### src/rtl/pc_pkg.sv
// Shared types and constants for the program-counter sequencer.
// Op, cause and handler-mode encodings used by decode, the sequencer and the bench.
package pc_pkg;

  typedef enum logic [3:0] {
    OP_NONE = 4'd0,
    BEQ,
    BNE,
    BLEZ,
    BGTZ,
    BGEZ,
    BLTZ,
    J,
    JAL,
    JR,
    JALR
  } pc_op_t;

  typedef enum logic [1:0] {
    CAUSE_NONE    = 2'd0,
    CAUSE_EXT,
    CAUSE_BADADDR
  } pc_cause_t;

  typedef enum logic {
    ST_RUN = 1'b0,
    ST_EXC = 1'b1
  } pc_state_t;

  localparam logic [31:0] PC_RESET_VEC_DEFAULT = 32'h0000_0000;
  localparam logic [31:0] PC_EXC_VEC_DEFAULT   = 32'h0000_0180;

  function automatic logic is_reg_jump(input pc_op_t op);
    return (op == JR) || (op == JALR);
  endfunction

endpackage

### src/rtl/pc_sequencer_if.sv
// Decode-to-fetch bundle of the PC sequencer: decoded control-flow inputs and PC state outputs.
// master = decode/fetch side, slave = the sequencer itself.
interface pc_sequencer_if
  import pc_pkg::*;
#(
  parameter int PC_W = 32
) ();

  logic            stall;
  pc_op_t          op;
  logic [PC_W-1:0] rs_data;
  logic [PC_W-1:0] rt_data;
  logic [15:0]     imm;
  logic [25:0]     address;
  logic            exc_req;
  logic            eret;

  logic [PC_W-1:0] pc;
  logic [PC_W-1:0] link_addr;
  logic            taken;
  logic [PC_W-1:0] epc;
  logic            in_exc;
  pc_cause_t       cause;

  modport master (
    output stall, op, rs_data, rt_data, imm, address, exc_req, eret,
    input  pc, link_addr, taken, epc, in_exc, cause
  );

  modport slave (
    input  stall, op, rs_data, rt_data, imm, address, exc_req, eret,
    output pc, link_addr, taken, epc, in_exc, cause
  );

endinterface

### src/rtl/pc_target_calc.sv
// Combinational next-PC target: sequential, branch, jump and register targets plus taken/misalign.
// Zero latency; no flow control.
module pc_target_calc
  import pc_pkg::*;
#(
  parameter int PC_W = 32
) (
  input  logic [PC_W-1:0] pc,
  input  pc_op_t          op,
  input  logic [PC_W-1:0] rs_data,
  input  logic [PC_W-1:0] rt_data,
  input  logic [15:0]     imm,
  input  logic [25:0]     address,
  output logic [PC_W-1:0] seq,
  output logic [PC_W-1:0] tgt,
  output logic            taken,
  output logic            misalign
);

  logic [PC_W-1:0] boff;
  logic [PC_W-1:0] btgt;
  logic [PC_W-1:0] jtgt;
  logic            rs_neg;
  logic            rs_zero;
  logic            br_cond;
  logic            is_branch;

  assign seq  = pc + PC_W'(4);
  assign boff = {{(PC_W-18){imm[15]}}, imm, 2'b00};
  assign btgt = seq + boff;

  // J-type keeps the upper region bits of the delay-slot address.
  generate
    if (PC_W > 28) begin : g_jtgt_region
      assign jtgt = {seq[PC_W-1:28], address, 2'b00};
    end else begin : g_jtgt_flat
      assign jtgt = {address, 2'b00};
    end
  endgenerate

  assign rs_neg  = rs_data[PC_W-1];
  assign rs_zero = (rs_data == '0);

  always_comb begin
    br_cond   = 1'b0;
    is_branch = 1'b0;
    case (op)
      BEQ:  begin is_branch = 1'b1; br_cond = (rs_data == rt_data); end
      BNE:  begin is_branch = 1'b1; br_cond = (rs_data != rt_data); end
      BLEZ: begin is_branch = 1'b1; br_cond = rs_neg | rs_zero;     end
      BGTZ: begin is_branch = 1'b1; br_cond = ~rs_neg & ~rs_zero;   end
      BGEZ: begin is_branch = 1'b1; br_cond = ~rs_neg;              end
      BLTZ: begin is_branch = 1'b1; br_cond = rs_neg;               end
      default: begin is_branch = 1'b0; br_cond = 1'b0; end
    endcase
  end

  always_comb begin
    taken = 1'b0;
    tgt   = seq;
    if (is_branch) begin
      taken = br_cond;
      if (br_cond) tgt = btgt;
    end else begin
      case (op)
        J, JAL:   begin taken = 1'b1; tgt = jtgt;    end
        JR, JALR: begin taken = 1'b1; tgt = rs_data; end
        default:  begin taken = 1'b0; tgt = seq;     end
      endcase
    end
  end

  assign misalign = is_reg_jump(op) && (rs_data[1:0] != 2'b00);

endmodule

### src/rtl/pc_sequencer.sv
// Registered PC with branch/jump resolution, stall hold, exception redirect with EPC capture and ERET.
// Redirects appear on pc one cycle after op; stall holds pc but never blocks exceptions or eret.
module pc_sequencer
  import pc_pkg::*;
#(
  parameter int          PC_W      = 32,
  parameter logic [31:0] RESET_VEC = PC_RESET_VEC_DEFAULT,
  parameter logic [31:0] EXC_VEC   = PC_EXC_VEC_DEFAULT
) (
  input  logic           clk,
  input  logic           rst_n,
  pc_sequencer_if.slave  bus
);

  localparam logic [PC_W-1:0] RST_PC = PC_W'(RESET_VEC);
  localparam logic [PC_W-1:0] EXC_PC = PC_W'(EXC_VEC);

  pc_state_t       state_q, state_d;
  logic [PC_W-1:0] pc_q, pc_d;
  logic [PC_W-1:0] epc_q, epc_d;
  pc_cause_t       cause_q, cause_d;

  logic [PC_W-1:0] seq;
  logic [PC_W-1:0] tgt;
  logic            taken;
  logic            misalign;
  logic            exc_take;

  pc_target_calc #(
    .PC_W (PC_W)
  ) u_target_calc (
    .pc       (pc_q),
    .op       (bus.op),
    .rs_data  (bus.rs_data),
    .rt_data  (bus.rt_data),
    .imm      (bus.imm),
    .address  (bus.address),
    .seq      (seq),
    .tgt      (tgt),
    .taken    (taken),
    .misalign (misalign)
  );

  // Exceptions are masked while in the handler; the op then proceeds normally.
  assign exc_take = (state_q == ST_RUN) && (bus.exc_req || misalign);

  always_comb begin
    state_d = state_q;
    pc_d    = pc_q;
    epc_d   = epc_q;
    cause_d = cause_q;
    if (exc_take) begin
      state_d = ST_EXC;
      pc_d    = EXC_PC;
      epc_d   = pc_q;
      cause_d = bus.exc_req ? CAUSE_EXT : CAUSE_BADADDR;
    end else if (bus.eret && (state_q == ST_EXC)) begin
      state_d = ST_RUN;
      pc_d    = epc_q;
    end else if (!bus.stall) begin
      pc_d    = tgt;
    end
  end

  always_ff @(posedge clk or negedge rst_n) begin
    if (!rst_n) begin
      state_q <= ST_RUN;
      pc_q    <= RST_PC;
      epc_q   <= '0;
      cause_q <= CAUSE_NONE;
    end else begin
      state_q <= state_d;
      pc_q    <= pc_d;
      epc_q   <= epc_d;
      cause_q <= cause_d;
    end
  end

  assign bus.pc        = pc_q;
  assign bus.link_addr = seq;
  assign bus.taken     = taken;
  assign bus.epc       = epc_q;
  assign bus.in_exc    = (state_q == ST_EXC);
  assign bus.cause     = cause_q;

endmodule

### src/flat_wrapper.sv
// flat-port wrapper written by rule: the top's interface ports become plain ports
module pc_sequencer_flat import pc_pkg::*;
#(
  parameter int          PC_W      = 32,
  parameter logic [31:0] RESET_VEC = PC_RESET_VEC_DEFAULT,
  parameter logic [31:0] EXC_VEC   = PC_EXC_VEC_DEFAULT
)
  (clk, rst_n, bus_stall, bus_op, bus_rs_data, bus_rt_data, bus_imm, bus_address, bus_exc_req, bus_eret, bus_pc, bus_link_addr, bus_taken, bus_epc, bus_in_exc, bus_cause);
  pc_sequencer_if #(.PC_W(PC_W)) bus_i ();
  input  logic clk;
  input  logic rst_n;
  input wire logic [$bits(bus_i.stall)-1:0] bus_stall;
  input wire logic [$bits(bus_i.op)-1:0] bus_op;
  input wire logic [$bits(bus_i.rs_data)-1:0] bus_rs_data;
  input wire logic [$bits(bus_i.rt_data)-1:0] bus_rt_data;
  input wire logic [$bits(bus_i.imm)-1:0] bus_imm;
  input wire logic [$bits(bus_i.address)-1:0] bus_address;
  input wire logic [$bits(bus_i.exc_req)-1:0] bus_exc_req;
  input wire logic [$bits(bus_i.eret)-1:0] bus_eret;
  output wire logic [$bits(bus_i.pc)-1:0] bus_pc;
  output wire logic [$bits(bus_i.link_addr)-1:0] bus_link_addr;
  output wire logic [$bits(bus_i.taken)-1:0] bus_taken;
  output wire logic [$bits(bus_i.epc)-1:0] bus_epc;
  output wire logic [$bits(bus_i.in_exc)-1:0] bus_in_exc;
  output wire logic [$bits(bus_i.cause)-1:0] bus_cause;
  assign bus_i.stall = bus_stall;
  assign bus_i.op = bus_op;
  assign bus_i.rs_data = bus_rs_data;
  assign bus_i.rt_data = bus_rt_data;
  assign bus_i.imm = bus_imm;
  assign bus_i.address = bus_address;
  assign bus_i.exc_req = bus_exc_req;
  assign bus_i.eret = bus_eret;
  assign bus_pc = bus_i.pc;
  assign bus_link_addr = bus_i.link_addr;
  assign bus_taken = bus_i.taken;
  assign bus_epc = bus_i.epc;
  assign bus_in_exc = bus_i.in_exc;
  assign bus_cause = bus_i.cause;
  pc_sequencer #(.PC_W(PC_W), .RESET_VEC(RESET_VEC), .EXC_VEC(EXC_VEC)) u_core (.clk(clk), .rst_n(rst_n), .bus(bus_i));
endmodule
### config.mk
export PLATFORM = sky130hd
export DESIGN_NAME = pc_sequencer_flat
export DESIGN_NICKNAME = d
export VERILOG_FILES = /design/src/rtl/pc_pkg.sv /design/src/rtl/pc_sequencer_if.sv /design/src/rtl/pc_target_calc.sv /design/src/rtl/pc_sequencer.sv /design/src/flat_wrapper.sv
export SDC_FILE = /design/constraint.sdc
export NUM_CORES = 1
export LEC_CHECK = 0
export BUFFER_PORTS_ARGS = -buffer_cell sky130_fd_sc_hd__buf_2
export CAP_MARGIN = 20
export CORE_ASPECT_RATIO = 0.7
export CORE_MARGIN = 2
export CORE_UTILIZATION = 35
export CTS_BUF_LIST = sky130_fd_sc_hd__clkbuf_8
export CTS_CLUSTER_DIAMETER = 40
export DETAILED_ROUTE_END_ITERATION = 16
export HOLD_SLACK_MARGIN = 0.05
export SETUP_SLACK_MARGIN = 0.4
export SLEW_MARGIN = 15
export SYNTH_ARGS = -nofsm -noshare
export SYNTH_HDL_FRONTEND = slang
export SYNTH_SLANG_ARGS = --single-unit
### constraint.sdc
create_clock -name clk -period 3.4 [get_ports clk]
set_input_delay 0.17 -clock clk [delete_from_list [all_inputs] [get_ports clk]]
set_output_delay 0.17 -clock clk [all_outputs]
set_load 0.005 [all_outputs]
# Word-level counts from Yosys, hierarchy flattened
# Index checks and enable logic that the tools add are counted.
# Widths: inputs -> output; s select.
# word_totals
ff_bits	67
inputBits	115
output_inout_bits	100
word_cells	49
# classes
addsub	2
eq_ne	13
n_mux	13
n_bitwise	5
n_reduce_logical	12
# ops
operator	n
$mux 32	5
$pmux 32 s2	1
$add 32x3->32 const B	1
$add 32x32->32	1
$eq 32x32->1	1
$logic_not 32->1	1
$ne 32x32->1	1
$eq 4x3->1 const B	4
$eq 4x4->1 const B	3
$eq 4x2->1 const B	2
$pmux 1 s6	1
$reduce_or 6->1	1
$mux 1	5
$eq 4x1->1 const B	1
$reduce_bool 2->1	2
$reduce_or 2->1	2
$reduce_or 4->1	1
$logic_and 1x1->1	3
$ne 3x1->1 const B	1
$not 1->1	3
$logic_or 1x1->1	2
$mux 2	1
$and 1x1->1	1
$or 1x1->1	1

# Longest topological paths before layout
# logic_depth
word_depth	9
depth_mapped	16

# Cells and area by module
# A second synthesis with hierarchy kept.
# unflattened
hier_cells	711
area_unflattened_um2	6740.2
# modules_own_cells
mod	instances	cells_per_inst	area_each_um2	seq_area_each_um2
pc_target_calc	1	486	3534.6	0.0
pc_sequencer	1	225	3205.6	1676.6

# Least setup slack after synthesis
# Ideal clock, no wire load.
# synth_path
path_type	register to register
from	register u_core.pc_q[2], in the netlist u_core.bus.pc[2]
to	register u_core.pc_q[23], in the netlist u_core.bus.pc[23]
arrival_ns	3.626
path_slack_ns	-0.319
stages_incl_launch_ff	14
path_buffers	1
synth_period_minus_slack_ns	3.719
cell_sequence	dfrtp_1 ha_1 nand4_2 or4_4 buf_6 xnor2_1 ha_1 nand3_1 or3b_1 o22ai_1 o21ba_2 nor3_1 or3b_2 a221oi_2
# synth_via
elab_chain_len	7
word_cells_on_any_way	8
# synth_rtl
element	line_no	rtl
start, declared	pc_sequencer.sv:19	logic [PC_W-1:0] pc_q, pc_d;
start signal, assigned	pc_sequencer.sv:73	pc_q <= pc_d;
$add 32x3->32	pc_target_calc.sv:28	assign seq = pc + PC_W'(4);
via bus_link_addr[18]	flat_wrapper.sv:21	output wire logic [$bits(bus_i.link_addr)-1:0] bus_link_addr;
$add 32x32->32	pc_target_calc.sv:30	assign btgt = seq + boff;
$mux 32	pc_target_calc.sv:63	if (br_cond) tgt = btgt;
$mux 32	pc_target_calc.sv:61	if (is_branch) begin
$mux 32	pc_sequencer.sv:60	end else if (!bus.stall) begin
$mux 32	pc_sequencer.sv:57	end else if (bus.eret && (state_q == ST_EXC)) begin
$mux 32	pc_sequencer.sv:52	if (exc_take) begin
# The timed path passes the listed nets, and every way through them passes these cells. The select of a mux whose other input is x is not followed.
# A chain may end at the register's enable or synchronous reset.

# Worst setup path in the final report
# layout_path
from	register u_core.pc_q[2], in the netlist u_core.bus.pc[2]
to	register u_core.pc_q[23], in the netlist u_core.bus.pc[23]
# layout_via
elab_chain_len	7
word_cells_on_any_way	8
# layout_rtl
element	line_no
$add 32x3->32 (*)	pc_target_calc.sv:28
$add 32x32->32	pc_target_calc.sv:30
$mux 32	pc_target_calc.sv:63
$mux 32 (*)	pc_target_calc.sv:61
$mux 32 (*)	pc_sequencer.sv:60
$mux 32 (*)	pc_sequencer.sv:57
$mux 32 (*)	pc_sequencer.sv:52
# Every way passes the cells marked *; elsewhere a longest branch is shown, timed or not. The select of a mux whose other input is x is not followed.

==> out/qor.csv <==
stage,metric,value,unit
status,outcome,"finished, violations left",
status,violations,setup timing,
timing,relSlewSlack,0.337,
pwr,p_total,6.49,mW
synth,syn_inst,879,
timing,finalMaxSlewViolations,0,
clocking,cts-root-buf,clkbuf_8,
pwr,p_sw_frac,0.457,
detailed_routing,first_pass_iters,5,
worst_setup_path,crit_path_end_kind,flop,
finish,drive_gt1_frac,0.478,
synth,ys_dominant_reg_cell,dfrtp_1,
worst_setup_path,cpMostUsedCell,or3b_4,
floorplan,initial_core_util,0.355,
worst_setup_path,cp_data_required_time,3.67,ns
detailed_routing,via_per_inst,5.81,
timing,fin_ws,-0.242,ns
synth,avgSynthCellArea,7.57,sq um
pwr,clkPwrFrac,0.110,
detailed_routing,drcViolationCount,0,
global_route,antenna_found_initial,0,
floorplan,ios,215,
clocking,clock_latency,0.37,ns
timing,fmax,275,MHz
pwr,switchingPower,2.97,mW
place,post-dp-hpwl,25.3,mm
timing,period_share,1.07,
finish,fillers,1713,
floorplan,core,0.0188,sq mm
floorplan,design.die.area,0.0202,sq mm
finish,area_growth,61.4,%
synth,synth-edff-count,0,
pwr,p_int,3.53,mW
global_route,grt_start_max_net_pins,46,
global_route,overflow,0,
worst_setup_path,worst-path-buf-inv,1,
floorplan,die_h,119,um
clocking,clockBufferDepth,2,
worst_setup_path,startpoint_type,flop,
timing,period_needed,3.64,ns
global_route,grt_pass1_wl,47.8,mm
worst_setup_path,crit_path_max_incr_delay,0.44,ns
synth,synth_warnings,0,
synth,synth_area,0.00666,sq mm
timing,finalSetupViolCount,11,
clocking,numCtsBuffers,9,
synth,ys_ff_latch,67,
worst_setup_path,cp_top_family,simple AND/OR/NAND/NOR gates,
clocking,clock-sinks,67,
timing,rsz0062_at_grt,true,
global_route,grt_usage,0.315,
detailed_routing,drt-total-wl,33.3,mm
place,gp_congestion,0.965,
clocking,clk_pin_slew,0.09,ns
finish,finalNonFillerCells,1497,
detailed_routing,vias,8697,
pwr,powerDensity,604,mW/mm^2
pwr,ir_drop,474,uV
place,dp.cells,1446,
detailed_routing,wl_per_cell,22.2,um
detailed_routing,drtAntennaViolNets,0,
detailed_routing,drt-initial-drc-count,892,
clocking,cts_tree,yes,
flow_run,drv_cap,0,
worst_setup_path,crit_chain,nand3_2 > buf_6 > or2_4 > nor2_4 > and3_4 > xor2_4 > ha_2 > a21o_1 > a31oi_2 > or3b_4 > o22ai_4 > o21ba_4 > nor3_2 > or3b_4 > a221oi_2,
floorplan,fp.dieW,169,um
pwr,pwr-share-comb,0.697,
synth,async_flop_share,1.00,
finish,nets,1400,
synth,synth_nets,1030,
floorplan,rows,42,
worst_setup_path,cp_slowest_cell,or3b_4,
clocking,h-tree-depth,3,
timing,skew,0.0126,ns
synth,seq_area_frac_synth,0.252,
worst_setup_path,path_class,reg2reg,
timing,final_hold_viol_count,0,
worst_setup_path,path_max_fanout,4,
timing,tightest_slew,0.995,ns
worst_hold_path,hp-class,in2reg,
synth,synth_cell_types,77,
global_route,first_global_vias,7901,
worst_setup_path,arrival,3.92,ns
pwr,pwr-share-seq,0.193,
place,io_buffers,214,
pwr,leakage,5.07,nW
==> flip-flops by register name (all words and copies together), names as in the netlist <==
name,flops
u_core.bus.epc,32
u_core.bus.cause,2
u_core.bus.in_exc,1
u_core.bus.pc,32
==> synthesized netlist by cell type, types with 15 or more instances <==
master | n | share of area
nand2_1 | 170 | 0.096
dfrtp_1 | 67 | 0.25
a21oi_1 | 58 | 0.044
xnor2_1 | 56 | 0.074
nor2_1 | 53 | 0.030
o21ai_0 | 46 | 0.035
clkbuf_1 | 36 | 0.020
ha_1 | 35 | 0.066
nand3_1 | 31 | 0.023
inv_1 | 24 | 0.014
xor2_1 | 22 | 0.029
nand4_1 | 20 | 0.019
a221oi_1 | 18 | 0.024
a21o_1 | 15 | 0.017
nor3_1 | 15 | 0.011
==> kinds of logic after synthesis <==
group,Yosys count,synth area share
and+or+nand+nor,368,0.261
AOI/OAI and AO/OA,238,0.242
xor gates and xnor gates,78,0.103
buffers and inverters,77,0.0500
DFF,67,0.252
adders and majority gates,39,0.0733
muxes,12,0.0188
==> cell usage in the layout (no fill, tap or decap), drive strengths merged, types with 26 or more instances in the layout <==
| cell type | n |
|---|---|
| nand2 | 170 |
| dfrtp | 67 |
| nor2 | 54 |
| a21oi | 58 |
| buf | 410 |
| xnor2 | 56 |
| inv | 26 |
| ha | 35 |
| nand3 | 31 |
| o21ai | 54 |
==> path summary, 6_finish.rpt <==
| check | start | cells past startpoint | slack, ns | end |
|---|---|---|---|---|
| hold reg to reg | u_core.bus.cause[1]$_DFFE_PN0P_ | 2 | 0.49 | u_core.bus.cause[1]$_DFFE_PN0P_ |
| max in group asynchronous | rst_n | 3 | 2.05 | u_core.bus.pc[10]$_DFFE_PN0P_ |
| setup reg to reg | u_core.bus.pc[2]$_DFFE_PN0P_ | 15 | -0.24 | u_core.bus.pc[23]$_DFFE_PN0P_ |
| hold / removal | bus_exc_req | 2 | 0.06 | u_core.bus.cause[1]$_DFFE_PN0P_ |
| min in group asynchronous | rst_n | 2 | 0.30 | u_core.bus.cause[1]$_DFFE_PN0P_ |
| setup / recovery | u_core.bus.pc[2]$_DFFE_PN0P_ | 15 | -0.24 | u_core.bus.pc[23]$_DFFE_PN0P_ |
==> through the flow <==
step | utilization | hold slack, ns | setup WS [ns] | setup TNS, ns | area [sq um]
floorplan | - | -0.126 | -0.110 | -0.194 | 6890
global placement | 0.493 | 0.173 | -0.310 | -2.50 | 9240
detailed placement | 0.493 | 0.182 | -0.289 | -2.45 | 9240
CTS | 0.545 | 0.0525 | -0.111 | -0.616 | 10200
global route | 0.572 | 0.0742 | -0.336 | -2.78 | 10700
finish | 0.573 | 0.0650 | -0.242 | -1.37 | 10700
==> power by group through the flow <==
stage               Sequential (mW)  Combinational [mW]  Clock (mW)
global route                   1.28                4.77       0.771
floorplan                      1.31                1.67           0
finish                         1.25                4.53       0.716
detailed placement             1.25                3.53           0
CTS                            1.24                3.99       0.732
global placement               1.25                3.54           0
==> what timing repair did <==
action	4_1_cts	5_1_grt
endpoints found under the setup margin	21	26
hold buffers	1	0
buffers inserted	18	15
hold endpoints to repair	22	0
gates resized for setup	119	76
pin swaps	85	66
==> cell type report <==
cell class / count / area, sq um / area share
multi-input combinational: 735 / 5790 / 0.539
inverter: 25 / 96.3 / 0.00897
antenna: 1 / 2.50 / 0.000233
tap: 242 / 303 / 0.0282
timing repair buffer: 411 / 2660 / 0.248
clock buffer: 10 / 138 / 0.0128
clock inverter: 6 / 72.6 / 0.00676
sequential: 67 / 1690 / 0.157
==> metal layers <==
layer	GRT usage	up-vias	share of wire
li1	-	3940	-
met1	0.495	4183	0.46
met2	0.403	519	0.39
met3	0.103	55	0.12
met4	0.0787	0	0.023
met5	0	-	0
Note: power is estimated with default switching activity, not from simulation.
